File: src/rtl/lsu_align_if.sv
// Request, data-memory and load-result signals between the EX stage, lsu_align and the data memory.
interface lsu_align_if;
  localparam int unsigned AddrW = 11;
  localparam int unsigned DataW = 32;

  logic             req_valid;
  logic [2:0]       req_op;
  logic             req_unsigned;
  logic [AddrW-1:0] req_addr;
  logic [DataW-1:0] req_wdata;
  logic             pipe_hold;
  logic [2:0]       mem_op;
  logic [AddrW-1:0] mem_addr;
  logic [DataW-1:0] mem_wdata;
  logic             mem_stall;
  logic [DataW-1:0] mem_rdata;
  logic             busy;
  logic             ld_valid;
  logic [DataW-1:0] ld_data;
  logic             misalign;

  modport master (
    output req_valid, req_op, req_unsigned, req_addr, req_wdata, pipe_hold, mem_rdata,
    input  mem_op, mem_addr, mem_wdata, mem_stall, busy, ld_valid, ld_data, misalign
  );

  modport slave (
    input  req_valid, req_op, req_unsigned, req_addr, req_wdata, pipe_hold, mem_rdata,
    output mem_op, mem_addr, mem_wdata, mem_stall, busy, ld_valid, ld_data, misalign
  );
endinterface

File: src/rtl/lsu_align.sv
// Load/store alignment unit between EX and a word-read, byte-addressed data memory.
// Misaligned halfword/word accesses are split into byte accesses when MISALIGN_SPLIT_EN is defined.
module lsu_align (
  input  logic       clk,
  input  logic       nrst,
  lsu_align_if.slave bus
);
  localparam int unsigned AddrW = 11;
  localparam int unsigned DataW = 32;

  localparam logic [2:0] OpStoreByte = 3'b000;
  localparam logic [2:0] OpLoadWord  = 3'b110;
  localparam logic [1:0] SzByte      = 2'd0;
  localparam logic [1:0] SzHalf      = 2'd1;

`ifdef MISALIGN_SPLIT_EN
  localparam bit SplitEn = 1'b1;
`else
  localparam bit SplitEn = 1'b0;
`endif

  typedef enum logic {IDLE = 1'b0, SPLIT = 1'b1} state_e;

  state_e           state_q, state_d;
  logic [1:0]       cnt_q, cnt_d;
  logic [1:0]       size_q, size_d;
  logic             load_q, load_d;
  logic             uns_q, uns_d;
  logic [AddrW-1:0] base_q, base_d;
  logic [AddrW-1:0] addr_q, addr_d;
  logic [DataW-1:0] wdata_q, wdata_d;
  logic [DataW-1:0] asm_q, asm_d;
  logic [1:0]       lane_q, lane_d;
  logic             ld_pend_q, ld_pend_d;
  logic             zero_pend_q, zero_pend_d;
  logic             fin_pend_q, fin_pend_d;
  logic             mis_q, mis_d;

  logic             accept;
  logic             req_load;
  logic             req_mis;
  logic             issue;
  logic [1:0]       req_size;
  logic [1:0]       last_idx;
  logic [1:0]       cap_idx;
  logic [2:0]       op_c;
  logic [AddrW-1:0] iss_addr;
  logic [DataW-1:0] wd_c;
  logic [DataW-1:0] assembled;
  logic [DataW-1:0] raw;
  logic [DataW-1:0] ld_c;
  logic [7:0]       rd_byte;
  logic [15:0]      rd_half;

  // lane_q is the byte offset of the address issued last cycle, i.e. of the word now on mem_rdata
  assign rd_byte = bus.mem_rdata[{lane_q, 3'b000} +: 8];
  assign rd_half = lane_q[1] ? bus.mem_rdata[31:16] : bus.mem_rdata[15:0];

  always_ff @(posedge clk) begin
    if (!nrst) begin
      state_q     <= IDLE;
      cnt_q       <= 2'd0;
      size_q      <= 2'd0;
      load_q      <= 1'b0;
      uns_q       <= 1'b0;
      base_q      <= '0;
      addr_q      <= '0;
      wdata_q     <= '0;
      asm_q       <= '0;
      lane_q      <= 2'd0;
      ld_pend_q   <= 1'b0;
      zero_pend_q <= 1'b0;
      fin_pend_q  <= 1'b0;
      mis_q       <= 1'b0;
    end else begin
      state_q     <= state_d;
      cnt_q       <= cnt_d;
      size_q      <= size_d;
      load_q      <= load_d;
      uns_q       <= uns_d;
      base_q      <= base_d;
      addr_q      <= addr_d;
      wdata_q     <= wdata_d;
      asm_q       <= asm_d;
      lane_q      <= lane_d;
      ld_pend_q   <= ld_pend_d;
      zero_pend_q <= zero_pend_d;
      fin_pend_q  <= fin_pend_d;
      mis_q       <= mis_d;
    end
  end

  // Acceptance, issue to memory and split sequencing
  always_comb begin
    state_d     = state_q;
    cnt_d       = cnt_q;
    size_d      = size_q;
    load_d      = load_q;
    uns_d       = uns_q;
    base_d      = base_q;
    wdata_d     = wdata_q;
    asm_d       = asm_q;
    addr_d      = addr_q;
    lane_d      = lane_q;
    ld_pend_d   = 1'b0;
    zero_pend_d = 1'b0;
    fin_pend_d  = 1'b0;
    mis_d       = 1'b0;
    issue       = 1'b0;
    op_c        = OpLoadWord;
    iss_addr    = addr_q;
    wd_c        = '0;

    req_size = bus.req_op[1:0];
    req_load = bus.req_op[2];
    req_mis  = ((req_size == SzHalf) && bus.req_addr[0]) ||
               (req_size[1] && (bus.req_addr[1:0] != 2'b00));
    accept   = bus.req_valid && !bus.pipe_hold && (state_q == IDLE);
    last_idx = (size_q == SzHalf) ? 2'd1 : 2'd3;
    cap_idx  = cnt_q - 2'd1;

    case (state_q)
      IDLE: begin
        if (accept) begin
          size_d  = req_size;
          load_d  = req_load;
          uns_d   = bus.req_unsigned;
          base_d  = bus.req_addr;
          wdata_d = bus.req_wdata;
          mis_d   = req_mis;
          if (!req_mis) begin
            issue     = 1'b1;
            iss_addr  = bus.req_addr;
            op_c      = req_load ? OpLoadWord : bus.req_op;
            wd_c      = req_load ? '0 : bus.req_wdata;
            ld_pend_d = req_load;
          end else if (SplitEn) begin
            issue    = 1'b1;
            iss_addr = bus.req_addr;
            op_c     = req_load ? OpLoadWord : OpStoreByte;
            wd_c     = req_load ? '0 : {24'h0, bus.req_wdata[7:0]};
            cnt_d    = 2'd1;
            state_d  = SPLIT;
          end else begin
            zero_pend_d = req_load;
          end
        end
      end
      SPLIT: begin
        issue    = 1'b1;
        iss_addr = base_q + AddrW'(cnt_q);
        op_c     = load_q ? OpLoadWord : OpStoreByte;
        wd_c     = load_q ? '0 : {24'h0, wdata_q[{cnt_q, 3'b000} +: 8]};
        if (load_q) begin
          asm_d[{cap_idx, 3'b000} +: 8] = rd_byte;
        end
        cnt_d = cnt_q + 2'd1;
        if (cnt_q == last_idx) begin
          state_d    = IDLE;
          fin_pend_d = load_q;
        end
      end
      default: state_d = IDLE;
    endcase

    if (!nrst) begin
      issue = 1'b0;
    end
    if (issue) begin
      addr_d = iss_addr;
      lane_d = iss_addr[1:0];
    end
  end

  // Load result: lane extraction or split assembly, then sign/zero extension
  always_comb begin
    assembled = asm_q;
    if (size_q == SzHalf) begin
      assembled[15:8] = rd_byte;
    end else begin
      assembled[31:24] = rd_byte;
    end

    raw = bus.mem_rdata;
    if (fin_pend_q) begin
      raw = assembled;
    end else if (size_q == SzByte) begin
      raw = {24'h0, rd_byte};
    end else if (size_q == SzHalf) begin
      raw = {16'h0, rd_half};
    end

    case (size_q)
      SzByte:  ld_c = {{24{raw[7] & ~uns_q}}, raw[7:0]};
      SzHalf:  ld_c = {{16{raw[15] & ~uns_q}}, raw[15:0]};
      default: ld_c = raw;
    endcase

    if (!nrst || zero_pend_q || !(ld_pend_q || fin_pend_q)) begin
      ld_c = '0;
    end
  end

  assign bus.mem_op    = issue ? op_c : OpLoadWord;
  assign bus.mem_addr  = !nrst ? '0 : (issue ? iss_addr : addr_q);
  assign bus.mem_wdata = issue ? wd_c : '0;
  assign bus.mem_stall = ~issue;
  assign bus.busy      = (state_q == SPLIT);
  assign bus.ld_valid  = ld_pend_q | zero_pend_q | fin_pend_q;
  assign bus.ld_data   = ld_c;
  assign bus.misalign  = mis_q;

endmodule

File: src/flat_wrapper.sv
// flat-port wrapper written by rule: the top's interface ports become plain ports
module lsu_align_flat 
  (clk, nrst, bus_req_valid, bus_req_op, bus_req_unsigned, bus_req_addr, bus_req_wdata, bus_pipe_hold, bus_mem_rdata, bus_mem_op, bus_mem_addr, bus_mem_wdata, bus_mem_stall, bus_busy, bus_ld_valid, bus_ld_data, bus_misalign);
  lsu_align_if bus_i ();
  input  logic clk;
  input  logic nrst;
  input wire logic [$bits(bus_i.req_valid)-1:0] bus_req_valid;
  input wire logic [$bits(bus_i.req_op)-1:0] bus_req_op;
  input wire logic [$bits(bus_i.req_unsigned)-1:0] bus_req_unsigned;
  input wire logic [$bits(bus_i.req_addr)-1:0] bus_req_addr;
  input wire logic [$bits(bus_i.req_wdata)-1:0] bus_req_wdata;
  input wire logic [$bits(bus_i.pipe_hold)-1:0] bus_pipe_hold;
  input wire logic [$bits(bus_i.mem_rdata)-1:0] bus_mem_rdata;
  output wire logic [$bits(bus_i.mem_op)-1:0] bus_mem_op;
  output wire logic [$bits(bus_i.mem_addr)-1:0] bus_mem_addr;
  output wire logic [$bits(bus_i.mem_wdata)-1:0] bus_mem_wdata;
  output wire logic [$bits(bus_i.mem_stall)-1:0] bus_mem_stall;
  output wire logic [$bits(bus_i.busy)-1:0] bus_busy;
  output wire logic [$bits(bus_i.ld_valid)-1:0] bus_ld_valid;
  output wire logic [$bits(bus_i.ld_data)-1:0] bus_ld_data;
  output wire logic [$bits(bus_i.misalign)-1:0] bus_misalign;
  assign bus_i.req_valid = bus_req_valid;
  assign bus_i.req_op = bus_req_op;
  assign bus_i.req_unsigned = bus_req_unsigned;
  assign bus_i.req_addr = bus_req_addr;
  assign bus_i.req_wdata = bus_req_wdata;
  assign bus_i.pipe_hold = bus_pipe_hold;
  assign bus_i.mem_rdata = bus_mem_rdata;
  assign bus_mem_op = bus_i.mem_op;
  assign bus_mem_addr = bus_i.mem_addr;
  assign bus_mem_wdata = bus_i.mem_wdata;
  assign bus_mem_stall = bus_i.mem_stall;
  assign bus_busy = bus_i.busy;
  assign bus_ld_valid = bus_i.ld_valid;
  assign bus_ld_data = bus_i.ld_data;
  assign bus_misalign = bus_i.misalign;
  lsu_align u_core (.clk(clk), .nrst(nrst), .bus(bus_i));
endmodule
File: config.mk
export PLATFORM = sky130hd
export DESIGN_NAME = lsu_align_flat
export DESIGN_NICKNAME = d
export VERILOG_FILES = /design/src/rtl/lsu_align_if.sv /design/src/rtl/lsu_align.sv /design/src/flat_wrapper.sv
export SDC_FILE = /design/constraint.sdc
export NUM_CORES = 1
export LEC_CHECK = 0
export CORE_ASPECT_RATIO = 0.5
export CORE_MARGIN = 4
export CORE_UTILIZATION = 58
export CTS_BUF_LIST = sky130_fd_sc_hd__clkbuf_16
export DETAILED_ROUTE_END_ITERATION = 7
export DONT_BUFFER_PORTS = 1
export PLACE_DENSITY = 0.87
export SLEW_MARGIN = 20
export SYNTH_ARGS = -nofsm -noshare
export SYNTH_HDL_FRONTEND = slang
export SYNTH_SLANG_ARGS = --single-unit
File: constraint.sdc
create_clock -name clk -period 2.56 [get_ports clk]
set_clock_uncertainty 0.2 [all_clocks]
set_input_delay 0.512 -clock clk [delete_from_list [all_inputs] [get_ports clk]]
set_output_delay 0.512 -clock clk [all_outputs]
set_load 0.01 [all_outputs]
# [Yosys cells after proc, flatten, opt, wreduce, memory -nomap -nowiden]
# Index checks and enable logic that the tools add are counted.
[classes] addsub=4 n_mul=0 div_mod_pow=0 order_cmp=0 eq_ne=3 n_shift=4 muxes=32 n_bitwise=10 n_reduce_logical=20
[ops] cell="two-way mux 32 bit" n=8
[ops] cell="one-hot mux 32 bit (2 select lines)" n=2
[ops] cell="variable part select 32 x 6 -> 8 bit" n=2
[ops] cell="two-way mux 11 bit" n=4
[ops] cell="bitwise mux 32 bit" n=1
[ops] cell="variable shift 8 x 7 -> 32 bit, first input constant" n=1
[ops] cell="variable part select 8 x 7 -> 32 bit" n=1
[ops] cell="two-way mux 8 bit" n=3
[ops] cell="one-hot mux 11 bit (2 select lines)" n=1
[ops] cell="two-way mux 16 bit" n=1
[ops] cell="two-way mux 3 bit" n=5
[ops] cell="adder 11 x 2 -> 11 bit" n=1
[ops] cell="OR reduction 4 bit" n=2
[ops] cell="negator 5 -> 7 bit" n=1
[ops] cell="inverter 1 bit" n=6
[ops] cell="one-hot mux 3 bit (2 select lines)" n=1
[ops] cell="AND reduction 2 bit" n=3
[ops] cell="equality test 2 x 1 -> 1 bit, second input constant" n=2
[ops] cell="logical AND 1 bit" n=4
[ops] cell="logical OR 1 bit" n=4
[ops] cell="two-way mux 1 bit" n=4
[ops] cell="zero test 1 bit" n=3
[ops] cell="AND reduction 3 bit" n=1
[ops] cell="OR reduction 3 bit" n=1
[ops] cell="9 further kinds" n=11
[totals] register_bits=99 latchBits=0 ramBits=0 rom_bits=0 input_bits=83 elab_cells=87 mem_count=0

# [Logic depth before layout (Yosys ltp)]
# Gate-level depths: netlist (run 1).
[depth] ltp_word=9 mapped_depth=7 mapped_depth_nobuf=7

# [Worst setup path before layout (run 1)]
# No wires, ideal clock.
[synth_timing] path_type="reg2out" start="register u_core.cnt_q[1]" end="output port bus_mem_addr[10]" t_arrival_ns=2.220 setup_slack_ns=-0.372 path_stages_with_launch=8 n_path_buf=1 path_cell_list="dfxtp_1 -> clkbuf_1 -> inv_1 -> fa_1 -> nand3b_1 -> nor3_1 -> xnor2_1 -> a211oi_1"
[synth_between] elab_chain_len=4
[synth_lines] element="from (decl)" line_no="lsu_align.sv:25" rtl="logic [1:0] cnt_q, cnt_d;"
[synth_lines] element="from (signal assigned)" line_no="lsu_align.sv:77" rtl="cnt_q <= cnt_d;"
[synth_lines] element="adder 11 x 2 -> 11 bit" line_no="lsu_align.sv:151" rtl="iss_addr = base_q + AddrW'(cnt_q);"
[synth_lines] element="one-hot mux 11 bit (2 select lines)" line_no="lsu_align.sv:122" rtl="case (state_q)"
[synth_lines] element="two-way mux 11 bit"
[synth_lines] element="two-way mux 11 bit" line_no="lsu_align.sv:205" rtl="assign bus.mem_addr = !nrst ? '0 : (issue ? iss_addr : addr_q);"
[synth_lines] element="to (decl)" line_no="flat_wrapper.sv:15" rtl="output wire logic [$bits(bus_i.mem_addr)-1:0] bus_mem_addr;"
# No other way between the ends.

# [Final worst setup path (run 1)]
[layout_timing] start="register u_core.lane_q[0]" end="output port bus_ld_data[11]"
[layout_between] elab_chain_len=6
[layout_lines] element="from (decl)" line_no="lsu_align.sv:33" rtl="logic [1:0] lane_q, lane_d;"
[layout_lines] element="from (signal assigned)" line_no="lsu_align.sv:85" rtl="lane_q <= lane_d;"
[layout_lines] element="variable part select 32 x 6 -> 8 bit (*)" line_no="lsu_align.sv:56" rtl="assign rd_byte = bus.mem_rdata[{lane_q, 3'b000} +: 8];"
[layout_lines] element="two-way mux 32 bit" line_no="lsu_align.sv:187" rtl="end else if (size_q == SzByte) begin"
[layout_lines] element="two-way mux 32 bit (*)" line_no="lsu_align.sv:185" rtl="if (fin_pend_q) begin"
[layout_lines] element="AND 1 bit" line_no="lsu_align.sv:194" rtl="SzByte: ld_c = {{24{raw[7] & ~uns_q}}, raw[7:0]};"
[layout_lines] element="one-hot mux 32 bit (2 select lines) (*)" line_no="lsu_align.sv:193" rtl="case (size_q)"
[layout_lines] element="two-way mux 32 bit (*)" line_no="lsu_align.sv:199" rtl="if (!nrst || zero_pend_q || !(ld_pend_q || fin_pend_q)) begin"
[layout_lines] element="to (decl)" line_no="flat_wrapper.sv:20" rtl="output wire logic [$bits(bus_i.ld_data)-1:0] bus_ld_data;"
# Mark *: on every way between the ends. The rest lies on a longest branch, timed or not.

==> results of run 1 <==
## cell families (layout without fill, tap and decap cells)
family | Yosys count | count (layout) | synth area share [%]
xor+xnor | 6 | 6 | 0.976
mux | 63 | 63 | 15.6
flops | 91 | 91 | 33.8
fa+ha+maj | 8 | 8 | 2.00
buf+inv | 64 | 111 | 5.00
simple gates | 261 | 261 | 22.5
compound gates | 169 | 169 | 20.1
## metrics by stage
step | cell area, sq um | util, %
floorplan | 5410 | -
finish | 6990 | 79.0
global route | 6990 | 79.0
global placement | 5760 | 65.1
detailed placement | 5760 | 65.1
CTS | 6570 | 74.2
## per-layer routing
layer	wire length (microns)	GRT usage (%)
met1	7240	38.1
met2	9550	52.9
met3	3170	15.9
met4	1210	15.1
met5	34	0
## Yosys cell counts (9+ instances only)
master	instances	area share, %
clkbuf_1	34	2.4
a21oi_1	80	7.4
o21ai_0	16	1.5
inv_1	9	0.63
nor2b_1	12	1.4
nor3_1	10	0.93
mux4_2	16	6.7
buf_2	14	1.3
and3_1	28	3.3
nand2_1	135	9.4
nor2_1	44	3.1
a22oi_1	25	3.5
mux2i_1	39	7.3
dfxtp_1	91	34
## worst max-delay path, stage by stage, from the launching register on
cell and delay (ns):
dfxtp_4 0.38, buf_4 0.16, buf_12 0.13, mux4_2 0.56, mux2i_2 0.21, mux2i_1 0.27
a21o_1 0.27
## state kept, by name (all words and copies together), names as in the netlist
name / count
u_core.lane_q: 2
u_core.size_q: 2
u_core.addr_q: 11
u_core.asm_q: 24
u_core.fin_pend_q: 1
u_core.load_q: 1
u_core.bus.busy: 1
u_core.wdata_q: 32
u_core.ld_pend_q: 1
u_core.uns_q: 1
u_core.base_q: 11
u_core.bus.misalign: 1
u_core.zero_pend_q: 1
u_core.cnt_q: 2
## worst max path at each step
stage | to | from | cells after the start | slack (ns)
after global routing | bus_ld_data[25] | u_core.lane_q[0]$_SDFFE_PN0P_ | 5 | -0.69
after CTS | bus_mem_addr[10] | u_core.cnt_q[0]$_SDFFE_PN0P_ | 7 | -0.28
after floorplan | bus_mem_addr[8] | u_core.cnt_q[1]$_SDFFE_PN0P_ | 7 | 0.005
final | bus_ld_data[11] | u_core.lane_q[0]$_SDFFE_PN0P_ | 6 | -0.49
after global placement | bus_ld_data[15] | bus_mem_rdata[31] | 5 | -0.06
after detailed placement | bus_mem_addr[8] | u_core.base_q[0]$_SDFFE_PN0P_ | 7 | -0.09
## cell type report
cell class	instances	area [sq um]	area share, %
sequential	91	1850	26.4
clock buffer	9	225	3.22
tap	117	146	2.09
multi-input combinational	507	3880	55.4
clock inverter	7	85.1	1.22
inverter	11	42.5	0.608
timing repair buffer	84	769	11.0
## power breakdown
group          switching (mW)  internal (mW)  leakage, nW
Clock                   0.551          0.845        0.159
Sequential             0.0332           1.45        0.747
Combinational           0.272          0.210         1.58
## what timing repair did
item | in CTS | in global routing
hold buffers | 0 | 0
setup endpoints to repair | 75 | 76
resized for setup | 76 | 92
gates cloned | 1 | 3
buffers inserted | 19 | 6
pin swaps | 23 | 27
==> results.sh, run 1 <==
export IMPL_tns_ns=-7.59
export IMPL_reg2reg_to="u_core.asm_q[4]$_SDFFE_PN0P_"
export IMPL_vias=5836
export IMPL_maxSlewViolCount=0
export IMPL_finalCritPeriodShare_pct=119
export IMPL_cts_made_buffers=9
export IMPL_drc=0
export IMPL_antenna_left=0
export IMPL_syn_area_sq_mm=0.00538
export IMPL_start_util_pct=60.8
export IMPL_h_tree_depth=3
export IMPL_antenna_found_initial=0
export IMPL_nNetsFinal=795
export IMPL_rows=24
export IMPL_drt_iter0_drc=931
export IMPL_stdcell_count=826
export IMPL_status="complete, but fails checks"
export IMPL_viasPerCell=7.07
export IMPL_finalHoldViolCount=0
export IMPL_synth_edf_count=0
export IMPL_syn_to_final_growth_pct=29.9
export IMPL_clk_pin_slew_ns=0.06
export IMPL_gr_total_overflow=0
export IMPL_grt_max_degree=43
export IMPL_maxCapViolations=0
export IMPL_whs_ns=0.0971
export IMPL_final_common_cell="nand2_1"
export IMPL_min_to="u_core.wdata_q[5]$_SDFFE_PN0P_"
export IMPL_crit_path_end_kind="output port"
export IMPL_synth_area_per_cell_sq_um=8.13
export IMPL_critical_path_class="reg2out"
export IMPL_yosysSeqAreaShare_pct=33.8
export IMPL_hold_start="bus_req_wdata[5]"
export IMPL_synth_ff_latch_count=91
export IMPL_diodes=0
export IMPL_tightest_slew_ns=0.660
export IMPL_final_cell_mix="nand2_1 (133), dfxtp_1 (79), buf_4 (57), a21oi_1 (56), nor2_1 (37)"
export IMPL_drtPass1Iterations=6
export IMPL_io_buffers=0
export IMPL_placed_cells_incl_taps=784
export IMPL_die_y_microns=76.1
export IMPL_cts_buffer_depth=2
export IMPL_setup_violations=47
export IMPL_grt_first_pass_wirelength_microns=29000
export IMPL_relSlewSlack_pct=54.7
export IMPL_r2r_cells=6
export IMPL_hpwl_microns=11600
export IMPL_place_congestion=0.935
export IMPL_worst_ep_arrival_time_ns=2.34
export IMPL_rsz0062_at_grt="true"
export IMPL_critPathRequiredTime_ns=1.85
export IMPL_synth_top_flop_cell="dfxtp_1"
export IMPL_core_area_sq_mm=0.00886
export IMPL_die_area_sq_mm=0.0110
export IMPL_grt_pass1_vias=5537
export IMPL_async_reset_ff_share_pct=0
export IMPL_p_total_mw=3.37
export IMPL_power_density_mw_per_mm2=481
export IMPL_p_leak_nw=2.49
export IMPL_syn_nets=753
export IMPL_cts_sinks=91
export IMPL_final_layout_size_suffix_gt1_share_pct=33.4
export IMPL_min_path_type="in2reg"
export IMPL_ys_warn_count=0
export IMPL_fin_crit_ns=3.05
export IMPL_r2r_start="u_core.cnt_q[0]$_SDFFE_PN0P_"
export IMPL_setup_ws_ns=-0.488
export IMPL_ys_types=57
export IMPL_clk_latency_ns=0.34
export IMPL_hold_depth=2
export IMPL_start_kind="flop"
export IMPL_detailedPlace_worstSlack_ns=-0.0900
export IMPL_violations="setup timing"
export IMPL_cts_tree="yes"
export IMPL_r2r_slack_ns=0.15
export IMPL_routedWlPerCell_microns=25.7
export IMPL_pin_count=165
export IMPL_vdd_drop_max_v=0.000345
export IMPL_dieWidth_microns=144
export IMPL_totalWireLength_microns=21200
export IMPL_netlist_instances=662
export IMPL_crit_fanout=5
export IMPL_grt_usage_pct=33.3
export IMPL_nFillCells=506
export IMPL_clock_fmax_mhz=328
export IMPL_cts_root_buf="clkbuf_16"
(Power assumes the default switching activity.)
==> run 2, diff against run 1 <==
- CTS_BUF_LIST: sky130_fd_sc_hd__clkbuf_16 -> sky130_fd_sc_hd__clkbuf_4 sky130_fd_sc_hd__clkbuf_8 sky130_fd_sc_hd__clkbuf_16
- SKIP_CTS_REPAIR_TIMING: not set -> 1
==> results.sh, run 2 (synthesis gave the netlist of run 1 again) <==
export IMPL_max_flop_register="u_core.wdata_q"
export IMPL_cts_sinks=91
export IMPL_placed_cells_incl_taps=784
export IMPL_grt_first_pass_wirelength_microns=25800
export IMPL_die_area_sq_mm=0.0110
export IMPL_min_path_type="in2reg"
export IMPL_path_buf_inv=3
export IMPL_drt_met1_wl_microns=6970
export IMPL_status="complete, but fails checks"
export IMPL_clock_fmax_mhz=318
export IMPL_crit_path_end_kind="output port"
export IMPL_stdcell_count=829
export IMPL_grt_pass1_vias=5079
export IMPL_drc=0
export IMPL_placement_cell_area_sq_mm=0.00576
export IMPL_max_stage_delay_ns=0.76
export IMPL_finalCritPeriodShare_pct=123
export IMPL_place_congestion=0.935
export IMPL_start_util_pct=60.8
export IMPL_crit_fanout=4
export IMPL_p_total_mw=3.42
export IMPL_fin_util_pct=78.2
export IMPL_io_buffers=0
export IMPL_syn_to_final_growth_pct=28.6
export IMPL_setup_violations=39
export IMPL_violations="setup timing"
export IMPL_setup_ws_ns=-0.586
export IMPL_hpwl_microns=11600
export IMPL_gr_total_overflow=0
export IMPL_seqCellArea_sq_mm=0.00184
export IMPL_p_leak_nw=2.57
export IMPL_cts_tree="yes"
export IMPL_nNetsFinal=798
export IMPL_final_cell_area_sq_mm=0.00692
export IMPL_maxCapViolations=0
export IMPL_rsz0062_at_grt="true"
export IMPL_nFillCells=536
export IMPL_critical_path_class="reg2out"
export IMPL_multiInputGateArea_sq_mm=0.00378
export IMPL_wl_met3_microns=2820
export IMPL_drtPass1Iterations=6
export IMPL_clk_pin_slew_ns=0.06
export IMPL_fin_crit_ns=3.15
export IMPL_crit_chain="buf_6 -> clkbuf_16 -> buf_4 -> nor2_1 -> a21oi_1 -> o21ai_0 -> a21oi_4"
export IMPL_antenna_left=0
export IMPL_diodes=0
export IMPL_critPathRequiredTime_ns=1.85
export IMPL_start_kind="flop"
export IMPL_die_y_microns=76.1
export IMPL_core_area_sq_mm=0.00886
export IMPL_wl_met2_microns=9280
export IMPL_r2r_slack_ns=0.14
export IMPL_largestRegisters="u_core.wdata_q x32, u_core.asm_q x24"
export IMPL_whs_ns=0.102
export IMPL_worst_ep_arrival_time_ns=2.43
export IMPL_dieWidth_microns=144
export IMPL_viasPerCell=7.00
export IMPL_maxSlewViolCount=0
export IMPL_vdd_drop_max_v=0.000420
export IMPL_pin_count=165
export IMPL_power_density_mw_per_mm2=494
export IMPL_cpLargestDelayFamily="compound AO/OA/AOI/OAI gates"
export IMPL_clk_latency_ns=0.34
export IMPL_largest_register_ff_count=32
export IMPL_slowest_stage="o21ai_0"
export IMPL_finalHoldViolCount=0
export IMPL_cts_root_buf="clkbuf_16"
export IMPL_final_common_cell="nand2_1"
export IMPL_vias=5802
export IMPL_tightest_slew_ns=0.891
export IMPL_final_layout_size_suffix_gt1_share_pct=30.6
export IMPL_relSlewSlack_pct=40.0
export IMPL_highest_layer="met4"
export IMPL_h_tree_depth=3
export IMPL_totalWireLength_microns=20300
export IMPL_antenna_found_initial=0
export IMPL_final_cell_mix="nand2_1 (130), dfxtp_1 (81), buf_4 (64), a21oi_1 (53), nor2_1 (41)"
export IMPL_grt_max_degree=43
export IMPL_grt_usage_pct=29.3
export IMPL_drt_iter0_drc=820
export IMPL_cts_made_buffers=9
export IMPL_routedWlPerCell_microns=24.5
export IMPL_cts_buffer_depth=2
export IMPL_rows=24
## run 2: changes by cell type in the layout (fill, tap and decap cells not counted), sizes merged
| cell | delta |
|---|---|
| inv | -2 |
| clkinvlp | +2 |
| clkinv | -2 |
| clkbuf | +2 |
| buf | +3 |
## run 2: worst paths after layout
path | depth (start not counted) | endpoint | startpoint
setup / recovery | 7 | bus_ld_data[30] | u_core.lane_q[0]$_SDFFE_PN0P_
hold / removal | 2 | u_core.wdata_q[3]$_SDFFE_PN0P_ | bus_req_wdata[3]
setup reg to reg | 6 | u_core.asm_q[7]$_SDFFE_PN0P_ | u_core.cnt_q[0]$_SDFFE_PN0P_
hold reg to reg | 2 | u_core.wdata_q[10]$_SDFFE_PN0P_ | u_core.wdata_q[10]$_SDFFE_PN0P_
## run 2: area by class of cell
type,instances,area share (%)
multi-input cells,507,54.7
inverters,11,0.651
clock inverters,4,1.07
repair inverters,1,0.108
well taps,117,2.11
clock buffers,12,3.67
repair buffers,86,11.1
flip-flops and latches,91,26.6
## run 2: power by group
part	leakage [nW]	switching (mW)	internal, mW	total [mW]
clock network	0.164	0.544	0.904	1.45
logic	1.66	0.275	0.212	0.486
registers	0.745	0.0322	1.46	1.49
total	2.57	0.851	2.57	3.42
## run 2: through the flow
stage | setup TNS [ns] | setup WS, ns
6_report | -7.24 | -0.586
4_1_cts | -10.40 | -0.472
3_5_place_dp | -0.587 | -0.0900
3_3_place_gp | -0.171 | -0.0615
5_1_grt | -9.77 | -1.05
2_1_floorplan | 0 | 0.00508
## run 2: worst register-to-register path, delay by kind of cell, from the launching register on
family                     cells  cell delay, ns
DFF                            1            0.36
adders and majority gates      1            0.19
AOI/OAI and AO/OA              1            0.17
and+or+nand+nor                3            1.14
buffers and inverters          1            0.27
## run 2: routing by layer
layer | global-route usage [%] | vias up
met1 | 36.3 | 2668
li1 | - | 2467
met4 | 10.3 | 0
met2 | 47.2 | 527
met5 | 0 | -
met3 | 10.5 | 140
==> run 3, diff against run 2 <==
- CORE_ASPECT_RATIO: 0.5 -> 0.7
==> results.sh, run 3 (synthesis gave the netlist of run 1 again) <==
export IMPL_cts_tree="yes"
export IMPL_die_area_sq_mm=0.0109
export IMPL_finalHoldViolCount=0
export IMPL_r2r_slack_ns=0.13
export IMPL_cts_root_buf="clkbuf_16"
export IMPL_clk_pin_slew_ns=0.07
export IMPL_p_comb_share_pct=15.2
export IMPL_totalWireLength_microns=21000
export IMPL_setup_violations=43
export IMPL_hold_depth=2
export IMPL_clock_power_share_pct=39.5
export IMPL_relSlewSlack_pct=56.8
export IMPL_drc=7
export IMPL_final_cell_area_sq_mm=0.00678
export IMPL_grt_max_degree=58
export IMPL_antenna_left=0
export IMPL_routedWlPerCell_microns=25.6
export IMPL_cts_buffer_depth=2
export IMPL_cts_sinks=91
export IMPL_clk_latency_ns=0.35
export IMPL_crit_start="u_core.cnt_q[0]$_SDFFE_PN0P_"
export IMPL_maxCapViolations=0
export IMPL_antenna_found_initial=0
export IMPL_swShare_pct=28.7
export IMPL_drt_iter0_drc=1177
export IMPL_final_layout_size_suffix_gt1_share_pct=27.5
export IMPL_p_total_mw=3.28
export IMPL_maxSlewViolCount=0
export IMPL_min_path_type="in2reg"
export IMPL_h_tree_depth=3
export IMPL_sequentialPowerShare_pct=45.3
export IMPL_worst_ep_arrival_time_ns=2.25
export IMPL_start_kind="flop"
export IMPL_crit_path_end_kind="output port"
export IMPL_seqCellArea_sq_mm=0.00185
export IMPL_r2r_cells=7
export IMPL_io_buffers=0
export IMPL_tns_ns=-8.99
export IMPL_viasPerCell=7.20
export IMPL_setup_ws_ns=-0.401
export IMPL_drtPass1Iterations=8
export IMPL_final_cell_mix="nand2_1 (130), dfxtp_1 (84), a21oi_1 (57), buf_4 (48), nor2_1 (43)"
export IMPL_largest_register_ff_count=32
export IMPL_clock_fmax_mhz=338
export IMPL_rsz0062_at_grt="true"
export IMPL_diodes=0
export IMPL_reg2reg_to="u_core.asm_q[0]$_SDFFE_PN0P_"
export IMPL_status="complete, but fails checks"
export IMPL_hold_start="bus_req_wdata[29]"
export IMPL_multiInputGateArea_sq_mm=0.00379
export IMPL_switchingPower_mw=0.943
export IMPL_place_congestion=0.996
export IMPL_r2r_start="u_core.cnt_q[0]$_SDFFE_PN0P_"
export IMPL_fin_crit_ns=2.96
export IMPL_power_density_mw_per_mm2=484
export IMPL_placement_cell_area_sq_mm=0.00576
export IMPL_final_common_cell="nand2_1"
export IMPL_largestRegisters="u_core.wdata_q x32, u_core.asm_q x24"
export IMPL_hpwl_microns=12100
export IMPL_nFillCells=566
export IMPL_nNetsFinal=781
export IMPL_p_leak_nw=2.48
export IMPL_die_y_microns=88.6
export IMPL_crit_fanout=3
export IMPL_vdd_drop_max_v=0.000392
export IMPL_start_util_pct=59.3
export IMPL_vias=5898
export IMPL_core_area_sq_mm=0.00907
export IMPL_gr_total_overflow=0
export IMPL_min_to="u_core.wdata_q[29]$_SDFFE_PN0P_"
export IMPL_max_flop_register="u_core.wdata_q"
export IMPL_finalCritPeriodShare_pct=116
export IMPL_grt_pass1_vias=4990
export IMPL_critPathRequiredTime_ns=1.85
export IMPL_tightest_slew_ns=0.645
export IMPL_pin_count=165
export IMPL_rows=29
export IMPL_grt_usage_pct=29.3
export IMPL_syn_to_final_growth_pct=26.0
export IMPL_dieWidth_microns=123
export IMPL_critical_path_class="reg2out"
export IMPL_p_int_mw=2.34
export IMPL_grt_first_pass_wirelength_microns=25300
export IMPL_cts_made_buffers=9
export IMPL_violations="DRC, setup timing"
## run 3: cell count changes in the layout (fill, tap and decap cells not counted), moves of 4 or more
| cell | change |
|---|---|
| a21oi_2 | -7 |
| a21oi_1 | +4 |
| a221oi_1 | +4 |
| a221oi_2 | -4 |
| dfxtp_2 | -6 |
| buf_4 | -16 |
## run 3: worst max-delay path by stage
stage,endpoint,cells past startpoint
floorplan,bus_mem_addr[8],7
global placement,bus_mem_addr[8],7
detailed placement,bus_mem_addr[10],7
CTS,bus_mem_addr[10],7
global route,bus_mem_addr[10],7
finish,bus_mem_addr[10],7
## run 3: critical path, stage by stage, from the launching register on
cell	delay [ns]
dfxtp_4	0.37
ha_4	0.14
inv_2	0.04
fa_2	0.38
nand3b_1	0.25
nor3_2	0.23
xnor2_1	0.11
a211oi_2	0.37
## run 3: power groups by stage
stage                     Combinational [mW]  Clock (mW)  Sequential [mW]
after floorplan                        0.261           0             1.51
after global placement                 0.337           0             1.51
after detailed placement               0.350           0             1.52
after CTS                              0.353        1.28             1.49
after global routing                   0.516        1.36             1.49
final                                  0.499        1.30             1.49
## run 3: metal layers
layer,global-route usage [%],share of wire [%],vias to the layer above
li1,-,-,2413
met1,37.8,34,2684
met2,46.4,44,581
met3,9.14,14,220
met4,11.2,8.0,0
met5,0,0,-
## run 3: area by class of cell
type                    count  share of cell area [%]
repair buffers             70                    9.81
multi-input cells         507                    55.8
well taps                 124                    2.29
flip-flops and latches     91                    27.2
clock inverters             7                   0.867
inverters                  11                   0.664
clock buffers               9                    3.32
## run 3: through the flow
step | hold WS (ns) | setup slack [ns] | utilization (%) | cells
4_1_cts | 0.0845 | -0.416 | 66.6 | 802
3_5_place_dp | 0.248 | -0.0391 | 63.5 | 786
3_3_place_gp | 0.240 | 0.0424 | 63.5 | 786
2_1_floorplan | 0.233 | 0.00508 | - | 662
5_1_grt | 0.0923 | -0.439 | 74.8 | 819
6_report | 0.0884 | -0.401 | 74.8 | 819
